**src/rtl/decode_queue.sv**
```systemverilog
// decode_queue: instruction FIFO feeding a registered RV32I(+M) decode stage.
// The FIFO head is decoded combinationally, so the output register always loads finished fields.
module decode_queue #(
    parameter int DEPTH    = 4,
    parameter bit ENABLE_M = 1'b0
) (
    input  logic                   clk_In,
    input  logic                   rst_In,
    input  logic                   flush_In,
    input  logic                   instrValid_In,
    input  logic [31:0]            instr_In,
    input  logic [31:0]            pc_In,
    output logic                   instrReady_Out,
    output logic                   decValid_Out,
    input  logic                   decReady_In,
    output logic [31:0]            pc_Out,
    output logic [2:0]             instrType_Out,
    output logic [2:0]             funct3_Out,
    output logic [4:0]             rdAddr_Out,
    output logic [4:0]             rs1Addr_Out,
    output logic                   rs1Enable_Out,
    output logic [4:0]             rs2Addr_Out,
    output logic                   rs2Enable_Out,
    output logic [31:0]            imm_Out,
    output logic                   isMulDiv_Out,
    output logic                   illegal_Out,
    output logic [$clog2(DEPTH):0] count_Out
);
    localparam int PW = $clog2(DEPTH);
    localparam int CW = PW + 1;

    localparam logic [2:0] INSTR_TYPE_NONE = 3'd0;
    localparam logic [2:0] INSTR_TYPE_R    = 3'd1;
    localparam logic [2:0] INSTR_TYPE_I    = 3'd2;
    localparam logic [2:0] INSTR_TYPE_S    = 3'd3;
    localparam logic [2:0] INSTR_TYPE_B    = 3'd4;
    localparam logic [2:0] INSTR_TYPE_U    = 3'd5;
    localparam logic [2:0] INSTR_TYPE_J    = 3'd6;

    localparam logic [6:0] OPC_LOAD   = 7'b0000011;
    localparam logic [6:0] OPC_MISC   = 7'b0001111;
    localparam logic [6:0] OPC_OPIMM  = 7'b0010011;
    localparam logic [6:0] OPC_AUIPC  = 7'b0010111;
    localparam logic [6:0] OPC_STORE  = 7'b0100011;
    localparam logic [6:0] OPC_OP     = 7'b0110011;
    localparam logic [6:0] OPC_LUI    = 7'b0110111;
    localparam logic [6:0] OPC_BRANCH = 7'b1100011;
    localparam logic [6:0] OPC_JALR   = 7'b1100111;
    localparam logic [6:0] OPC_JAL    = 7'b1101111;
    localparam logic [6:0] OPC_SYSTEM = 7'b1110011;

    logic [31:0]   r_instrMem [DEPTH];
    logic [31:0]   r_pcMem    [DEPTH];
    logic [PW-1:0] r_wrPtr;
    logic [PW-1:0] r_rdPtr;
    logic [CW-1:0] r_count;

    logic        w_push;
    logic        w_load;
    logic [31:0] w_instr;
    logic [6:0]  w_opc;
    logic [2:0]  w_f3;
    logic [6:0]  w_f7;
    logic [2:0]  w_type;
    logic        w_rdEn;
    logic        w_rs1En;
    logic        w_rs2En;
    logic [31:0] w_imm;
    logic        w_illegal;
    logic        w_mulDiv;

    assign instrReady_Out = (r_count < CW'(DEPTH));
    assign w_push         = instrValid_In && instrReady_Out;
    assign w_load         = (r_count != '0) && (!decValid_Out || decReady_In);
    assign count_Out      = r_count;

    // Storage is never read before it is written, so it carries no reset.
    always_ff @(posedge clk_In) begin
        if (w_push && !flush_In) begin
            r_instrMem[r_wrPtr] <= instr_In;
            r_pcMem[r_wrPtr]    <= pc_In;
        end
    end

    always_ff @(posedge clk_In or posedge rst_In) begin
        if (rst_In) begin
            r_wrPtr <= '0;
            r_rdPtr <= '0;
            r_count <= '0;
        end else if (flush_In) begin
            r_wrPtr <= '0;
            r_rdPtr <= '0;
            r_count <= '0;
        end else begin
            if (w_push) r_wrPtr <= r_wrPtr + PW'(1);
            if (w_load) r_rdPtr <= r_rdPtr + PW'(1);
            r_count <= r_count + CW'(w_push) - CW'(w_load);
        end
    end

    assign w_instr = r_instrMem[r_rdPtr];
    assign w_opc   = w_instr[6:0];
    assign w_f3    = w_instr[14:12];
    assign w_f7    = w_instr[31:25];

    always_comb begin
        w_type    = INSTR_TYPE_NONE;
        w_rdEn    = 1'b0;
        w_rs1En   = 1'b0;
        w_rs2En   = 1'b0;
        w_imm     = '0;
        w_illegal = 1'b0;
        w_mulDiv  = 1'b0;
        case (w_opc)
            OPC_OP: begin
                w_type  = INSTR_TYPE_R;
                w_rdEn  = 1'b1;
                w_rs1En = 1'b1;
                w_rs2En = 1'b1;
                if (ENABLE_M && w_f7 == 7'b0000001)
                    w_mulDiv = 1'b1;
                else if (!(w_f7 == 7'b0000000 ||
                           (w_f7 == 7'b0100000 && (w_f3 == 3'b000 || w_f3 == 3'b101))))
                    w_illegal = 1'b1;
            end
            OPC_LOAD, OPC_OPIMM, OPC_JALR: begin
                w_type  = INSTR_TYPE_I;
                w_rdEn  = 1'b1;
                w_rs1En = 1'b1;
                w_imm   = {{20{w_instr[31]}}, w_instr[31:20]};
                if (w_opc == OPC_LOAD)
                    w_illegal = (w_f3 == 3'b011) || (w_f3[2:1] == 2'b11);
                else if (w_opc == OPC_JALR)
                    w_illegal = (w_f3 != 3'b000);
                else if (w_f3 == 3'b001)
                    w_illegal = (w_f7 != 7'b0000000);
                else if (w_f3 == 3'b101)
                    w_illegal = (w_f7 != 7'b0000000) && (w_f7 != 7'b0100000);
            end
            OPC_STORE: begin
                w_type    = INSTR_TYPE_S;
                w_rs1En   = 1'b1;
                w_rs2En   = 1'b1;
                w_imm     = {{20{w_instr[31]}}, w_instr[31:25], w_instr[11:7]};
                w_illegal = (w_f3 > 3'b010);
            end
            OPC_BRANCH: begin
                w_type    = INSTR_TYPE_B;
                w_rs1En   = 1'b1;
                w_rs2En   = 1'b1;
                w_imm     = {{19{w_instr[31]}}, w_instr[31], w_instr[7],
                             w_instr[30:25], w_instr[11:8], 1'b0};
                w_illegal = (w_f3[2:1] == 2'b01);
            end
            OPC_LUI, OPC_AUIPC: begin
                w_type = INSTR_TYPE_U;
                w_rdEn = 1'b1;
                w_imm  = {w_instr[31:12], 12'b0};
            end
            OPC_JAL: begin
                w_type = INSTR_TYPE_J;
                w_rdEn = 1'b1;
                w_imm  = {{11{w_instr[31]}}, w_instr[31], w_instr[19:12],
                          w_instr[20], w_instr[30:21], 1'b0};
            end
            OPC_SYSTEM, OPC_MISC: w_type = INSTR_TYPE_NONE;
            default:              w_illegal = 1'b1;
        endcase
    end

    // Output stage: load on a free/draining slot, drop valid on a consume with nothing behind it.
    always_ff @(posedge clk_In or posedge rst_In) begin
        if (rst_In) begin
            decValid_Out  <= 1'b0;
            pc_Out        <= '0;
            instrType_Out <= '0;
            funct3_Out    <= '0;
            rdAddr_Out    <= '0;
            rs1Addr_Out   <= '0;
            rs1Enable_Out <= 1'b0;
            rs2Addr_Out   <= '0;
            rs2Enable_Out <= 1'b0;
            imm_Out       <= '0;
            isMulDiv_Out  <= 1'b0;
            illegal_Out   <= 1'b0;
        end else if (flush_In) begin
            decValid_Out <= 1'b0;
        end else if (w_load) begin
            decValid_Out  <= 1'b1;
            pc_Out        <= r_pcMem[r_rdPtr];
            instrType_Out <= w_type;
            funct3_Out    <= w_f3;
            rdAddr_Out    <= w_rdEn  ? w_instr[11:7]  : 5'd0;
            rs1Addr_Out   <= w_rs1En ? w_instr[19:15] : 5'd0;
            rs1Enable_Out <= w_rs1En;
            rs2Addr_Out   <= w_rs2En ? w_instr[24:20] : 5'd0;
            rs2Enable_Out <= w_rs2En;
            imm_Out       <= w_imm;
            isMulDiv_Out  <= w_mulDiv;
            illegal_Out   <= w_illegal;
        end else if (decValid_Out && decReady_In) begin
            decValid_Out <= 1'b0;
        end
    end
endmodule
```
**config.mk**
```make
export PLATFORM = sky130hd
export DESIGN_NAME = decode_queue
export DESIGN_NICKNAME = d
export VERILOG_FILES = /design/src/rtl/decode_queue.sv
export SDC_FILE = /design/constraint.sdc
export NUM_CORES = 1
export LEC_CHECK = 0
export CAP_MARGIN = 0
export CORE_MARGIN = 5
export CORE_UTILIZATION = 50
export DETAILED_ROUTE_END_ITERATION = 8
export PLACE_DENSITY_LB_ADDON = 0.08
export SYNTH_ARGS = -nofsm -noshare
export SYNTH_HDL_FRONTEND = slang
export SYNTH_SLANG_ARGS = --single-unit
export TNS_END_PERCENT = 10
```
**constraint.sdc**
```tcl
create_clock -name clk_In -period 2.8 [get_ports clk_In]
set_input_delay 0.28 -clock clk_In [delete_from_list [all_inputs] [get_ports clk_In]]
set_output_delay 0.28 -clock clk_In [all_outputs]
set_load 0.005 [all_outputs]
```
# Word level (Yosys, flattened, before mapping)
# Memories as Yosys holds them, arrays and structs flattened. A register that Yosys moved wholly into a read port is not among the register bits.
# Index checks and enable logic that the tools add are counted.
# word_totals
regBits	64
ramBits	256
inputBits	69
out_inout_bits	94
word_cells	91
n_memories	2
# mem_list
memory	words	width	rd	rd_ports_with_merged_regs	wr	line_no	source
r_instrMem	4	32	1	0	1	52	logic [31:0] r_instrMem [DEPTH];
r_pcMem	4	32	1	1	1	53	logic [31:0] r_pcMem [DEPTH];
# op_classes
addsub	4
magnitude_cmp	2
eq_ne	18
mux	24
n_bitwise	1
n_reduce_logical	27
# op_table
cell	n
32-bit case mux with 5 select lines	1
7-bit by 6-bit == test with 1-bit output, second input constant	4
7-bit == test, second input constant	4
3-bit case mux with 6 select lines	1
5-bit 2-to-1 mux	3
7-bit by 5-bit == test with 1-bit output, second input constant	2
1-bit 2-to-1 mux	13
3-bit nonzero test	3
2-bit 2-to-1 mux	4
7-bit by 2-bit == test with 1-bit output, second input constant	1
7-bit by 4-bit == test with 1-bit output, second input constant	1
7-bit logical NOT	1
7-bit by 6-bit != test with 1-bit output, second input constant	1
7-bit nonzero test	1
7-bit OR reduction	1
1-bit logical AND	6
3-bit OR reduction	2
6-bit OR reduction	1
1-bit case mux with 5 select lines	1
5-bit OR reduction	1
2-bit by 1-bit adder with 2-bit output, second input constant	2
1-bit logical OR	4
2-bit nonzero test	2
3-bit by 1-bit adder with 3-bit output	1
14 further kinds	15

# Logic depth before layout (Yosys ltp)
# Gate-level depths: netlist of run 1.
# An unclocked memory read counts as a cell.
# depth
depth_word	8
mapped_depth	9
ltp_nobuf	8

# Worst setup path after synthesis of run 1
# Ideal clock, no wire load.
# synth_timing
path_type	reg2reg
start	register r_count[2] (netlist: count_Out[2])
end	memory r_instrMem[0][0], enable pin
setup_time_ns	0.429
t_arrival_ns	2.422
t_required_ns	2.371
slack_ns	-0.051
path_stages_with_launch	5
n_path_buf	0
synth_period_minus_slack_ns	2.851
cell_sequence	dfrtp_1 > nor2b_1 > inv_1 > nor2_1 > and2_1
# synth_via
elab_chain_len	5
# synth_rtl
element	line_no	source
from (decl)	56	logic [CW-1:0] r_count;
from (signal assigned)	97	r_count <= r_count + CW'(w_push) - CW'(w_load);
3-bit < comparator	72	assign instrReady_Out = (r_count < CW'(DEPTH));
1-bit logical AND	73	assign w_push = instrValid_In && instrReady_Out;
1-bit logical AND	79	if (w_push && !flush_In) begin
1-bit 2-to-1 mux	79	
1-bit 2-to-1 mux (implied by the code)	80	r_instrMem[r_wrPtr] <= instr_In;
to (decl)	52	
# Every way passes these cells.

# Worst setup path in the final report of run 1
# layout_timing
start	register r_rdPtr[0]
end	register imm_Out[13]
# layout_via
elab_chain_len	4
word_cells_on_any_way	12
classes_between	8 x eq/ne; 1 x mux; 2 x reduce/logical; 1 x memory
# layout_rtl
element	line_no	source
from (decl)	55	logic [PW-1:0] r_rdPtr;
from (signal assigned)	96	if (w_load) r_rdPtr <= r_rdPtr + PW'(1);
memory read 4 x 32 bit *	--	
7-bit by 2-bit == test with 1-bit output (tied with other cells)	114	case (w_opc)
3-bit OR reduction or 2-bit OR reduction (tied branches)	--	
32-bit case mux with 5 select lines *	114	
to (signal assigned)	198	imm_Out <= w_imm;
to (decl)	24	output logic [31:0] imm_Out,
# Every way passes the cells marked *; elsewhere a longest branch is shown, timed or not.
# A chain may end at the register's enable or synchronous reset.

==> flow_summary.toml, run 1 <==
[outcome]
outcome = "completed"

[pwr]
power_mw = 14.9
power_density_nw_per_um2 = 886
ir_worst_vdd_mv = 0.520
p_leak_nw = 6.03

[route]
antenna_left = 0
avgViaCountPerCell = 5.55
drt-total-wl_um = 29500
vias = 7400
drtIter0Drc = 524
drc = 0
firstDrtPassIters = 5
wl_per_cell_um = 22.1

[hold_path]
hold_class = "primary input to asynchronous set/reset pin"

[sta]
period_minus_slack_ps = 2590
setup_viol = 0
max_slew_margin_pct = 45.5
slew_viol_final = 0
period_share_pct = 92.5
worst_slew_pin_slew_ps = 817
final_hold_viol_count = 0
rsz0062_at_grt = "false"
fmax_ghz = 0.386
clock_skew_ps = 9.73

[clocking]
cts_inserted_buffers = 36
cts.reportedPaths.clkPinSlew_ps = 60
htree_levels = 2
cts_hold_buf = 0
post_cts_buffers = 0
cts_root_buffer = "clkbuf_16"
cts_tree = "done"
clk_path_buf_depth = 3
post_cts_resize_count = 0
clk-insertion-delay-late_ps = 510
clock-sinks = 352

[synth]
syn_area_per_cell_um2 = 17.3
synth_area_leader_cell = "edfxtp_1"
syn_area_um2 = 13500
async_flop_share_pct = 27.3
synth_warnings = 0
synthCells = 779
synth_ff_type = "edfxtp_1"
syn_nets = 855
ys_types = 57
ys_seq_elements = 352
ys_seq_area_share_pct = 74.9
synth-edff-count = 256
synth_top_area_share_pct = 57.1
synth_top_cells_by_area = "edfxtp_1 57%, dfrtp_1 18%, mux4_2 11%"

[global_route]
grt_max_degree = 55
grt_pass1_wl_um = 45900
use_met2_pct = 32.2
met1_usage_pct = 26.7
track_usage_pct = 19.5
antenna_found_initial = 2
use_met3_pct = 4.48
grt_overflow = 0
grt_busiest_layer = "met2"
grt_pass1_vias = 7960

[layout]
drive_above_1_share_pct = 17.5
layout.nets = 1041
antenna_cells = 0
syn_to_final_growth_pct = 24.9
design_area_um2 = 16800
utilization_pct = 62.9

[placed_design]
io_buffers = 161
gp_congestion = 0.891
dp_hpwl_um = 19400
placed_area_um2 = 15700

[setup_path]
cpMaxStageDelayCell = "mux4_2"
crit_path_end_kind = "flop"
crit_arrival_ps = 3020
critPathTopFamily = "compound AO/OA/AOI/OAI gates"
crit_path_cell_trace = "mux4_2 -> nand4b_1 -> a211oi_2 -> o21a_2 -> a21oi_1 -> o21ai_1"
crit_fanout = 10
worstSetupStartpointType = "flop"
r2r_setup_slack_ps = 210
required_ps = 3230
critical_path.max_stage_delay_ps = 660
path_buf_inv = 0
criticalPathCategory = "flop to flop"

[job]
cap_violations = 0

[floorplan]
ios = 163
die_w_um = 174
core_um2 = 26700
rows = 60
initial_core_util_pct = 50.4
fp.dieH_um = 174
dieArea_um2 = 30300
[cell families (layout without fill, tap and decap cells)]
| kind of cell | count (synthesis) | in the layout | share of synthesized area [%] |
|---|---|---|---|
| mux | 65 | 65 | 10.7 |
| compound gates | 108 | 108 | 5.73 |
| flops | 352 | 352 | 74.9 |
| fa+ha+maj | 7 | 7 | 0.706 |
| other cells | 1 | 1 | 0.0278 |
| buf+inv | 58 | 272 | 1.93 |
| simple gates | 182 | 182 | 5.64 |
| xor+xnor | 6 | 6 | 0.390 |
[flip-flops by register name, summed over array words and instances, names as in the netlist]
| register | flops |
|---|---|
| instrType_Out | 3 |
| rs1Addr_Out | 5 |
| pc_Out | 32 |
| decValid_Out | 1 |
| count_Out | 3 |
| rs2Enable_Out | 1 |
| r_wrPtr | 2 |
| r_instrMem | 128 |
| imm_Out | 32 |
| funct3_Out | 3 |
| illegal_Out | 1 |
| r_rdPtr | 2 |
| rdAddr_Out | 5 |
| rs2Addr_Out | 5 |
| r_pcMem | 128 |
| rs1Enable_Out | 1 |
[cells in the mapped netlist, types with 2 or more instances]
master     count
o21ai_2       10
nor2b_1        6
mux4_2        63
inv_1         16
o21a_2         2
a31oi_1        3
nand2_1      141
a22oi_1        4
a21oi_1       24
buf_6          3
nand2b_1       2
nor3_1         3
a21o_1         2
o22ai_1        2
xor2_1         2
nor4_1         2
mux2i_1        2
clkbuf_1      19
and2_1         4
a22o_1        21
a32oi_1        3
nor2_1        14
a2111oi_0      3
buf_2         12
o21ai_0       12
o21a_1         2
ha_1           6
dfrtp_1       96
xnor2_1        4
o21ai_1        9
buf_1          6
edfxtp_1     256
[area by class of cell]
type	instances	area, um^2
Sequential cell	352	10100
Fill cell	1934	9900
Multi-Input combinational cell	369	3150
Timing Repair Buffer	190	1970
Clock buffer	54	1020
Tap cell	341	427
Clock inverter	12	97.6
Inverter	16	62.6
[path summary, 6_finish.rpt]
path | start | to | cells after the start
min in group clk_In | instr_In[26] | r_instrMem[3][26] | 1
max in group asynchronous | rst_In | rs1Addr_Out[2] | 3
hold / removal | rst_In | pc_Out[13] | 2
setup / recovery | r_rdPtr[0] | imm_Out[13] | 6
hold reg to reg | pc_Out[26] | pc_Out[26] | 2
setup reg to reg | r_rdPtr[0] | imm_Out[13] | 6
[cells in the final DEF, fill, tap and decap left out, drive strengths merged, types with 7 or more instances in the layout]
master	count
clkdlybuf4s50	161
nand2	141
a21oi	26
a22o	21
clkbuf	54
mux4	63
clkinv	7
nor2	15
dfrtp	96
buf	29
inv	19
edfxtp	256
o21ai	31
[routing by layer]
layer  share of wire, %  vias to the layer above
met4                1.8                        4
met5              0.078                        -
met1                 42                     3764
met3                6.7                       48
met2                 49                      234
li1                   -                     3350
[where the power goes]
| group | internal [mW] | switching [mW] | leakage [nW] | total [mW] |
|---|---|---|---|---|
| Clock | 2.63 | 1.87 | 0.547 | 4.50 |
| Sequential | 6.23 | 0.359 | 3.59 | 6.59 |
| Combinational | 1.92 | 1.90 | 1.90 | 3.82 |
| Total | 10.8 | 4.13 | 6.03 | 14.9 |
[stage by stage]
stage	cells	hold slack, ps	TNS (ps)	setup slack (ps)
final	1334	291	0	211
after global routing	1334	373	0	25.3
after CTS	1334	312	0	188
after detailed placement	1268	463	0	211
after global placement	1268	460	0	256
after floorplan	779	379	-9770	-50.9
[worst register-to-register path: stages, from the launching register on]
cell	delay (ps)
dfrtp_4	560
mux4_2	660
nand4b_1	370
a211oi_2	420
o21a_2	270
a21oi_1	70
o21ai_1	150
Power figures use the tool's default switching activity.
==> run 2, diff against run 1 <==
--- a/config.mk
+++ b/config.mk
@@ -9,6 +9,7 @@
 export CORE_MARGIN = 5
 export CORE_UTILIZATION = 50
 export DETAILED_ROUTE_END_ITERATION = 8
+export GPL_ROUTABILITY_DRIVEN = 0
 export PLACE_DENSITY_LB_ADDON = 0.08
 export SYNTH_ARGS = -nofsm -noshare
 export SYNTH_HDL_FRONTEND = slang
==> flow_summary.toml, run 2 (synthesis results as in run 1) <==
[setup_path]
crit_cells = 6
worstSetupStartpointType = "flop"
cp-startpoint = "r_rdPtr[0]"
r2r_end = "imm_Out[30]"
crit_path_end = "imm_Out[30]"
reg2regPathDepth = 6
required_ps = 3230
critPathTopFamily = "compound AO/OA/AOI/OAI gates"
path_buf_inv = 0
criticalPathCategory = "flop to flop"
cpMaxStageDelayCell = "mux4_2"
crit_path_end_kind = "flop"
r2r_setup_slack_ps = 180
crit_arrival_ps = 3050
r2r_start = "r_rdPtr[0]"
crit_fanout = 12
crit_path_cell_trace = "mux4_2 -> or4_4 -> a21oi_4 -> o21a_2 -> a21oi_1 -> o21ai_0"
critical_path.max_stage_delay_ps = 660

[route]
drc = 0
vias = 7487
wl_per_cell_um = 22.2
avgViaCountPerCell = 5.62
antenna_left = 0
drtIter0Drc = 478
firstDrtPassIters = 5
drt-total-wl_um = 29600

[global_route]
grt_pass1_wl_um = 46400
grt_max_degree = 60
grt_overflow = 0
grt_pass1_vias = 8159
antenna_found_initial = 2
track_usage_pct = 19.7

[pwr]
switchingPower_mw = 4.11
p_leak_nw = 6.03
switching_share_pct = 27.6
combPwrFrac_pct = 25.8
ir_worst_vdd_mv = 0.583
clkPwrFrac_pct = 30.0
power_density_nw_per_um2 = 885
p_int_mw = 10.8
seqPwrFrac_pct = 44.2

[hold_path]
hold_class = "primary input to asynchronous set/reset pin"

[layout]
antenna_cells = 0
drive_above_1_share_pct = 16.9
layout.nets = 1042
fillers = 1917
reg.largest.list = "r_instrMem: 128 flops, r_pcMem: 128 flops"
layout_common_cells = "256 x edfxtp_1, 161 x clkdlybuf4s50_1, 141 x nand2_1"
layout_commonest_cell = "edfxtp_1"
syn_to_final_growth_pct = 24.8
utilization_pct = 62.9
design_area_um2 = 16800

[floorplan]
ios = 163
initial_core_util_pct = 50.4
dieArea_um2 = 30300
fp.dieH_um = 174
die_w_um = 174
rows = 60
core_um2 = 26700

[sta]
period_share_pct = 93.6
fmax_ghz = 0.382
worst_slew_pin_slew_ps = 686
period_minus_slack_ps = 2620
clock_skew_ps = 16.1
slew_viol_final = 0
rsz0062_at_grt = "false"
final_hold_viol_count = 0
max_slew_margin_pct = 54.3
setup_tns_ps = 0
fin_hold_ws_ps = 244
setup_viol = 0

[clocking]
clock-sinks = 352
cts_hold_buf = 0
cts.reportedPaths.clkPinSlew_ps = 60
htree_levels = 2
post_cts_buffers = 0
cts_inserted_buffers = 37
clk-insertion-delay-late_ps = 510
cts_root_buffer = "clkbuf_16"
clk_path_buf_depth = 3
post_cts_resize_count = 0
cts_tree = "done"

[placed_design]
io_buffers = 161
dp_hpwl_um = 19200
placed_area_um2 = 15700

[job]
cap_violations = 0

[outcome]
outcome = "completed"
==> run 2: area by class of cell <==
class	count	area, um^2	area share, %
well taps	341	427	2.54
repair buffers	190	1970	11.7
clock inverters	8	60.1	0.357
multi-input cells	369	3160	18.8
clock buffers	57	1040	6.19
inverters	16	62.6	0.372
flip-flops and latches	352	10100	60.1
==> run 2: how the worst min path moves through the flow <==
stage | from | end | depth (start not counted)
after floorplan | instr_In[0] | r_instrMem[0][0] | 0
after global placement | pc_Out[22] | pc_Out[22] | 2
after detailed placement | pc_Out[1] | pc_Out[1] | 2
after CTS | rst_In | imm_Out[30] | 2
after global routing | rst_In | imm_Out[30] | 2
final | rst_In | imm_Out[30] | 2
==> run 2: through the flow <==
stage	std cells	total power, mW	worst slack (ps)
6_report	1333	14.9	179
5_1_grt	1333	15.6	4.29
3_5_place_dp	1268	10.6	133
3_3_place_gp	1268	10.5	177
2_1_floorplan	779	8.79	-50.9
4_1_cts	1333	15.0	112
==> run 2: power groups by stage <==
stage	clock [mW]	combinational (mW)	sequential (mW)
floorplan	0	2.19	6.60
global placement	0	3.80	6.65
detailed placement	0	3.87	6.68
CTS	4.56	3.88	6.59
global route	4.80	4.18	6.65
finish	4.47	3.84	6.58
==> run 2: per-layer routing <==
metal	share of wire, %	GRT usage (%)	vias up	routed length, um
met5	0.057	0	-	17
li1	-	-	3347	-
met4	1.5	5.28	4	444
met1	41	25.8	3829	12300
met3	7.2	4.74	50	2130
met2	50	33.4	257	14800
